**src/rtl/muldiv_unit.sv**
```systemverilog
// Iterative MULT/MULTU/DIV/DIVU unit with HI/LO; latency 34 edges start->done (fast MUL 2 with MULDIV_FAST_MUL_EN).
// Stalls pipeline via busy (state != IDLE); start/hi_we/lo_we ignored while busy; flush aborts to IDLE.
module muldiv_unit (
    input  logic        clk,
    input  logic        rst_n,
    input  logic        start,
    input  logic [1:0]  op,
    input  logic [31:0] a,
    input  logic [31:0] b,
    input  logic        flush,
    input  logic        hi_we,
    input  logic        lo_we,
    input  logic [31:0] wdata,
    output logic        busy,
    output logic        done,
    output logic [31:0] hi,
    output logic [31:0] lo
);

    typedef enum logic [1:0] {IDLE, CALC, FIN} state_t;

    state_t      state, state_nxt;
    logic [1:0]  op_q;
    logic        sign_a, sign_b;
    logic [31:0] mag_a, mag_b;
    logic [4:0]  cnt;
    logic [63:0] acc;

    logic        a_neg_in, b_neg_in, fast_mul_go;
    logic [31:0] mag_a_in, mag_b_in;
    logic [32:0] mul_sum;
    logic [63:0] mul_step, div_step, prod;
    logic [32:0] div_shift;
    logic        div_ge;
    logic [31:0] div_rem, quo, rem, res_hi, res_lo;

    assign busy = (state != IDLE);

    // op[0]==0 selects the signed variants
    assign a_neg_in = ~op[0] & a[31];
    assign b_neg_in = ~op[0] & b[31];
    assign mag_a_in = a_neg_in ? -a : a;
    assign mag_b_in = b_neg_in ? -b : b;

`ifdef MULDIV_FAST_MUL_EN
    assign fast_mul_go = ~op[1];
`else
    assign fast_mul_go = 1'b0;
`endif

    always_ff @(posedge clk or negedge rst_n) begin
        if (!rst_n) state <= IDLE;
        else        state <= state_nxt;
    end

    always_comb begin
        state_nxt = state;
        case (state)
            IDLE:    if (start) state_nxt = fast_mul_go ? FIN : CALC;
            CALC:    if (cnt == 5'd31) state_nxt = FIN;
            FIN:     state_nxt = IDLE;
            default: state_nxt = IDLE;
        endcase
        if (flush) state_nxt = IDLE;
    end

    // Multiply: acc = {partial product, remaining multiplier bits}
    // Divide:   acc = {partial remainder, remaining dividend bits / quotient bits}
    always_comb begin
        mul_sum   = {1'b0, acc[63:32]} + (acc[0] ? {1'b0, mag_a} : 33'd0);
        mul_step  = {mul_sum, acc[31:1]};
        div_shift = {acc[63:32], acc[31]};
        div_ge    = (div_shift >= {1'b0, mag_b});
        div_rem   = div_ge ? (div_shift[31:0] - mag_b) : div_shift[31:0];
        div_step  = {div_rem, acc[30:0], div_ge};
    end

    always_comb begin
        prod = ((op_q == 2'b00) && (sign_a ^ sign_b)) ? -acc : acc;
        quo  = acc[31:0];
        rem  = acc[63:32];
        if (op_q == 2'b10) begin
            if (sign_a ^ sign_b) quo = -quo;
            if (sign_a)          rem = -rem;
        end
        if (!op_q[1]) begin
            res_hi = prod[63:32];
            res_lo = prod[31:0];
        end else if (mag_b == 32'd0) begin
            // Divide by zero returns the original dividend in HI
            res_hi = sign_a ? -mag_a : mag_a;
            res_lo = 32'hFFFF_FFFF;
        end else begin
            res_hi = rem;
            res_lo = quo;
        end
    end

    always_ff @(posedge clk or negedge rst_n) begin
        if (!rst_n) begin
            op_q   <= 2'b00;
            sign_a <= 1'b0;
            sign_b <= 1'b0;
            mag_a  <= 32'd0;
            mag_b  <= 32'd0;
            cnt    <= 5'd0;
            acc    <= 64'd0;
            hi     <= 32'd0;
            lo     <= 32'd0;
            done   <= 1'b0;
        end else begin
            done <= (state == FIN) && !flush;
            case (state)
                IDLE: if (!flush) begin
                    if (hi_we) hi <= wdata;
                    if (lo_we) lo <= wdata;
                    if (start) begin
                        op_q   <= op;
                        sign_a <= a_neg_in;
                        sign_b <= b_neg_in;
                        mag_a  <= mag_a_in;
                        mag_b  <= mag_b_in;
                        cnt    <= 5'd0;
                        if (fast_mul_go)
                            acc <= {32'd0, mag_a_in} * {32'd0, mag_b_in};
                        else
                            acc <= op[1] ? {32'd0, mag_a_in} : {32'd0, mag_b_in};
                    end
                end
                CALC: if (!flush) begin
                    acc <= op_q[1] ? div_step : mul_step;
                    cnt <= cnt + 5'd1;
                end
                FIN: if (!flush) begin
                    hi <= res_hi;
                    lo <= res_lo;
                end
                default: ;
            endcase
        end
    end

endmodule

```
**config.mk**
```make
export PLATFORM = sky130hd
export DESIGN_NAME = muldiv_unit
export DESIGN_NICKNAME = d
export VERILOG_FILES = /design/src/rtl/muldiv_unit.sv
export SDC_FILE = /design/constraint.sdc
export NUM_CORES = 1
export LEC_CHECK = 0
export CAP_MARGIN = 40
export CORE_MARGIN = 10
export CORE_UTILIZATION = 40
export DETAILED_ROUTE_END_ITERATION = 12
export GPL_TIMING_DRIVEN = 0
export HOLD_SLACK_MARGIN = 0.03
export PLACE_DENSITY = 0.71
export SYNTH_ARGS = -nofsm -noshare
export SYNTH_HDL_FRONTEND = slang
export SYNTH_SLANG_ARGS = --single-unit
```
**constraint.sdc**
```tcl
create_clock -name clk -period 7.1 [get_ports clk]
set_input_delay 0.71 -clock clk [delete_from_list [all_inputs] [get_ports clk]]
set_output_delay 0.71 -clock clk [all_outputs]
set_load 0.01 [all_outputs]
```
======== Yosys cells after proc, flatten, opt, wreduce, memory -nomap -nowiden ========
Cells that the tools add are included.
cells by class
  eq/ne operators ......................... 12
  mux-type cells .......................... 36
  bitwise operators ....................... 5
  reductions and logical operators ........ 14
  order comparisons ....................... 1
  add/subtract/negate cells ............... 9
operator list
  cell                 count
  $mux 32              20
  $mux 64              5
  $neg 32->32          5
  $pmux 32 s2          2
  $pmux 64 s2          1
  $neg 64->64          1
  $add 32x32->33       1
  $ge 33x32->1         1
  $logic_not 32->1     1
  $sub 32x32->32       1
  $mux 5               3
  $ne 2x2->1 const B   6
  $reduce_and 4->1     3
  $pmux 5 s2           1
  $mux 2               3
  $ne 3x3->1 const B   2
  $reduce_bool 2->1    3
  $add 5x1->5 const B  1
  $eq 5x5->1 const B   1
  $eq 2x2->1 const B   2
  $logic_not 2->1      2
  $pmux 2 s2           1
  $reduce_and 3->1     1
  $and 1x1->1          2
  6 further kinds      8
word-level totals
  input bits .............................. 104
  output and inout bits ................... 66
  logic and storage cells ................. 88
  register bits ........................... 204

======== Longest topological paths before layout ========
  depth in word-level cells ............... 7
  gate-level depth with buffers ........... 14
  mapped depth without buffers ............ 14

======== Worst setup path after synthesis ========
No wires, ideal clock.
  path kind ............................... flip-flop to flip-flop
  start point ............................. register acc[0]
  end point ............................... register acc[63]
  clock period less this slack ............ 3.140 ns
  arrival ................................. 3.072 ns
  required time ........................... 7.032 ns
  path slack .............................. 3.960 ns
  setup time .............................. 0.068 ns
  path buffers ............................ 2
  cell stages (with the launch flop) ...... 14
  cell sequence ........................... dfrtp_1 > clkbuf_1 > and2_1 > ha_1 > clkbuf_1 > and3_1 > o211ai_1 > or2_2 > o221a_2 > o22a_1 > o21ai_0 > a21boi_0 > o31ai_1 > a32o_1
between the ends
  word-level cells in the longest chain between the ends .. 5
ends and longest elaborated chain
  what                    line  source
  start, declared         27    logic [63:0] acc;
  start signal, assigned  125   acc <= {32'd0, mag_a_in} * {32'd0, mag_b_in};
  start signal, assigned  127   acc <= op[1] ? {32'd0, mag_a_in} : {32'd0, mag_b_in};
  start signal, assigned  131   acc <= op_q[1] ? div_step : mul_step;
  $mux 32                 70    mul_sum = {1'b0, acc[63:32]} + (acc[0] ? {1'b0, mag_a} : 33'd0);
  $add 32x32->33          70
  $mux 64                 131
  $mux 64                 130   CALC: if (!flush) begin
  $pmux 64 s2             113   case (state)
No other way between the ends. The select of a mux whose other input is x is not followed.
A chain may end at the register's enable or synchronous reset.

======== Final worst setup path ========
  start point ............................. register mag_b[17]
  end point ............................... register hi[11]
between the ends
  word-level cells in the longest chain between the ends .. 5
ends and longest elaborated chain
  what                    line  source
  start, declared         25    logic [31:0] mag_a, mag_b;
  start signal, assigned  122   mag_b <= mag_b_in;
  $logic_not 32->1        89    end else if (mag_b == 32'd0) begin
  $mux 32                 89
  $mux 32                 86    if (!op_q[1]) begin
  $mux 32                 134   FIN: if (!flush) begin
  $pmux 32 s2             113
  end signal, assigned    115   if (hi_we) hi <= wdata;
  end signal, assigned    135   hi <= res_hi;
  end, declared           16    output logic [31:0] hi,
No other way between the ends. The select of a mux whose other input is x is not followed.

==> impl_metrics.ini <==
[outcome]
outcome = completed

[floorplanning]
fp.coreArea_sq_um = 43400
die_w_um = 230
pin_count = 170
die_h_um = 230
start_util_pct = 40.8
placementRows = 76
dieArea_sq_um = 53000

[clock_tree]
numCtsBuffers = 25
clk_pin_slew_worst_paths_ns = 0.06
cts_tree = yes
worst_skew_pair.late_latency_ns = 0.57
clockBufferDepth = 3
cts_setup_buffers = 0
ctsResizeCount = 0
cts_max_level = 1
cts_root_buffer = clkbuf_16
clkSinkCount = 204
hold_buffers = 0

[sta]
worst_slack_ns = 2.77
skew_ns = 0.0220
hold_viol = 0
finalCritPeriodShare_pct = 60.9
fin_crit_ns = 4.33
drv_slew = 0
worst_pin_slew_ns = 1.00
slew_headroom_pct = 33.3
fmax_mhz = 231
setup_violations = 0
rsz0062_at_grt = no

[cells_and_area]
final_common_cell = nand2_1
area_delta_synth_final_pct = 19.3
multiInputGateArea_sq_um = 11700
mostFrequentLayoutCells = nand2_1 (278), o21ai_0 (251), dfrtp_1 (204)
nets = 2687
drive_gt1_share_pct = 3.80
final_util_pct = 48.6
final.fill_count = 4335
finalInstanceArea_sq_um = 21100
seq_area_sq_um = 5100

[critical_path]
cp.required_ns = 7.60
cp-end-kind = register
critPathMaxFanout = 10
reg2reg_to = hi[11]
rr_worst_depth = 10
r2r_start = mag_b[17]
slowest_stage = buf_1
worstPathArrival_ns = 4.83
critPathKind = reg2reg
r2r_slack_ns = 2.77
crit_chain = nor4_1 -> nand4_1 -> nor2_1 -> clkbuf_1 -> buf_1 -> clkbuf_1 -> o21ai_0 -> o211ai_1 -> o211ai_1 -> nand3_1
slowest_delay_ns = 0.59
startpoint_type = register

[route]
first_pass_iters = 6
drt-initial-drc-count = 2071
vias_per_cell = 6.17
vias = 19200
drtAntennaViolNets = 0
drc = 0
drt-wirelength-per-cell_um = 26.7
routed_wl_um = 83000

[logic_synthesis]
syn_avg_cell_area_sq_um = 7.67
synthCells = 2303
synth_top_area_cell = dfrtp_1
synth-edff-count = 0
synth.distinct_cells = 79
synth-seq-cells = 204
synthArstFlopShare_pct = 100
synth_nets = 2480
synth_ff_type = dfrtp_1
ys_seq_area_share_pct = 28.9
syn_area_sq_um = 17700
yosysWarnings = 0
synth_area_leaders = dfrtp_1 (29%), o21ai_0 (7.1%), nand2_1 (5.9%), a21oi_1 (5.7%), xnor2_1 (5.6%)
synth.top_cell.area_share_pct = 28.9

[grt]
gr-total-overflow = 0
grt_first_pass_wirelength_um = 122000
antenna_found_initial = 3
grt_usage_pct = 30.2
grt_max_degree = 116
first_global_vias = 18500

[pwr]
p_per_area_nw_per_um2 = 431
peakVddDrop_uv = 234
power_leakage_nw = 8.80
p_total_mw = 9.08

[placement]
place_ws_ns = 2.88
gp_congestion = 0.994
post_dp_cell_area_sq_um = 20200
portBuffers = 168
hpwl_um = 67800

[worst_hold_path]
hp-class = in2async

[flow_run]
drv_cap = 0
==> how the worst max path moves through the flow <==
| stage | start | to | slack, ns | depth (start not counted) |
|---|---|---|---|---|
| 3_5_place_dp | mag_b[17] | hi[11] | 2.88 | 10 |
| 2_1_floorplan | acc[0] | acc[63] | 3.96 | 13 |
| 4_1_cts | mag_b[17] | hi[11] | 2.84 | 10 |
| 5_1_grt | mag_b[17] | hi[11] | 2.53 | 10 |
| 6_report | mag_b[17] | hi[11] | 2.77 | 10 |
| 3_3_place_gp | rst_n | mag_b[18] | -3.57 | 1 |
==> layout make-up <==
class / count / area share [%]
Multi-Input combinational cell: 1869 / 55.4
Tap cell: 585 / 3.47
Clock inverter: 6 / 0.463
Buffer: 155 / 2.90
Inverter: 75 / 1.34
Antenna cell: 1 / 0.0119
Clock buffer: 37 / 3.51
Timing Repair Buffer: 180 / 8.66
Sequential cell: 204 / 24.2
==> cells in the mapped netlist (14+ instances only) <==
| library cell | n |
|---|---|
| nand2_1 | 278 |
| o21ai_0 | 251 |
| dfrtp_1 | 204 |
| a21oi_1 | 200 |
| nor2_1 | 186 |
| clkbuf_1 | 131 |
| xnor2_1 | 112 |
| xor2_1 | 101 |
| inv_1 | 74 |
| ha_1 | 71 |
| mux2i_1 | 57 |
| nor3_1 | 50 |
| o22ai_1 | 40 |
| and2_1 | 37 |
| nand3_1 | 35 |
| a21o_1 | 30 |
| nor4_1 | 30 |
| o31ai_1 | 30 |
| o211ai_1 | 28 |
| a31oi_1 | 26 |
| nand4_1 | 21 |
| or3_1 | 20 |
| nand2b_1 | 19 |
| a211oi_1 | 18 |
| nor2b_1 | 15 |
| o21a_1 | 15 |
| or4_1 | 15 |
| and3_1 | 14 |
| o41ai_1 | 14 |
==> critical path: cells and delay by family, from the launching register on <==
kind / cells / cell delay [ns]
simple gates: 4 / 1.40
compound gates: 3 / 0.76
flops: 1 / 0.43
buf+inv: 3 / 1.66
==> metrics by stage <==
stage | cells | hold WS, ns | TNS [ns]
after floorplan | 2303 | 0.414 | 0
after global placement | 3056 | 0.464 | -718.86
after detailed placement | 3068 | 0.465 | 0
after CTS | 3111 | 0.207 | 0
after global routing | 3111 | 0.237 | 0
final | 3112 | 0.162 | 0
==> routing by layer <==
metal	part of all wire (%)	track usage [%]	wire, um	vias to the layer above
li1	-	-	-	8705
met1	42	40.2	35000	9361
met2	44	46.6	36800	967
met3	9.7	7.47	8020	167
met4	3.8	10.8	3140	4
met5	0.033	0	27	-
==> sequential cells by signal, indices dropped and copies added (netlist names) <==
name	cells
mag_a	32
sign_b	1
cnt	5
lo	32
op_q	2
state	2
acc	64
done	1
mag_b	32
sign_a	1
hi	32
==> report_power, final <==
| group | leakage, nW | switching [mW] | internal, mW |
|---|---|---|---|
| Clock | 0.410 | 0.560 | 0.793 |
| Sequential | 2.55 | 0.599 | 1.53 |
| Combinational | 5.84 | 3.56 | 2.04 |
==> cell families after synthesis <==
logic type	Yosys count	share of synthesized area, %
AND/OR/NAND/NOR	761	20.4
flip-flops	204	28.9
adder cells (fa/ha/maj)	73	5.25
buffers and inverters	230	5.06
AO/OA/AOI/OAI	758	26.2
multiplexers	64	3.67
XOR/XNOR	213	10.6
Power figures use the tool's default switching activity.
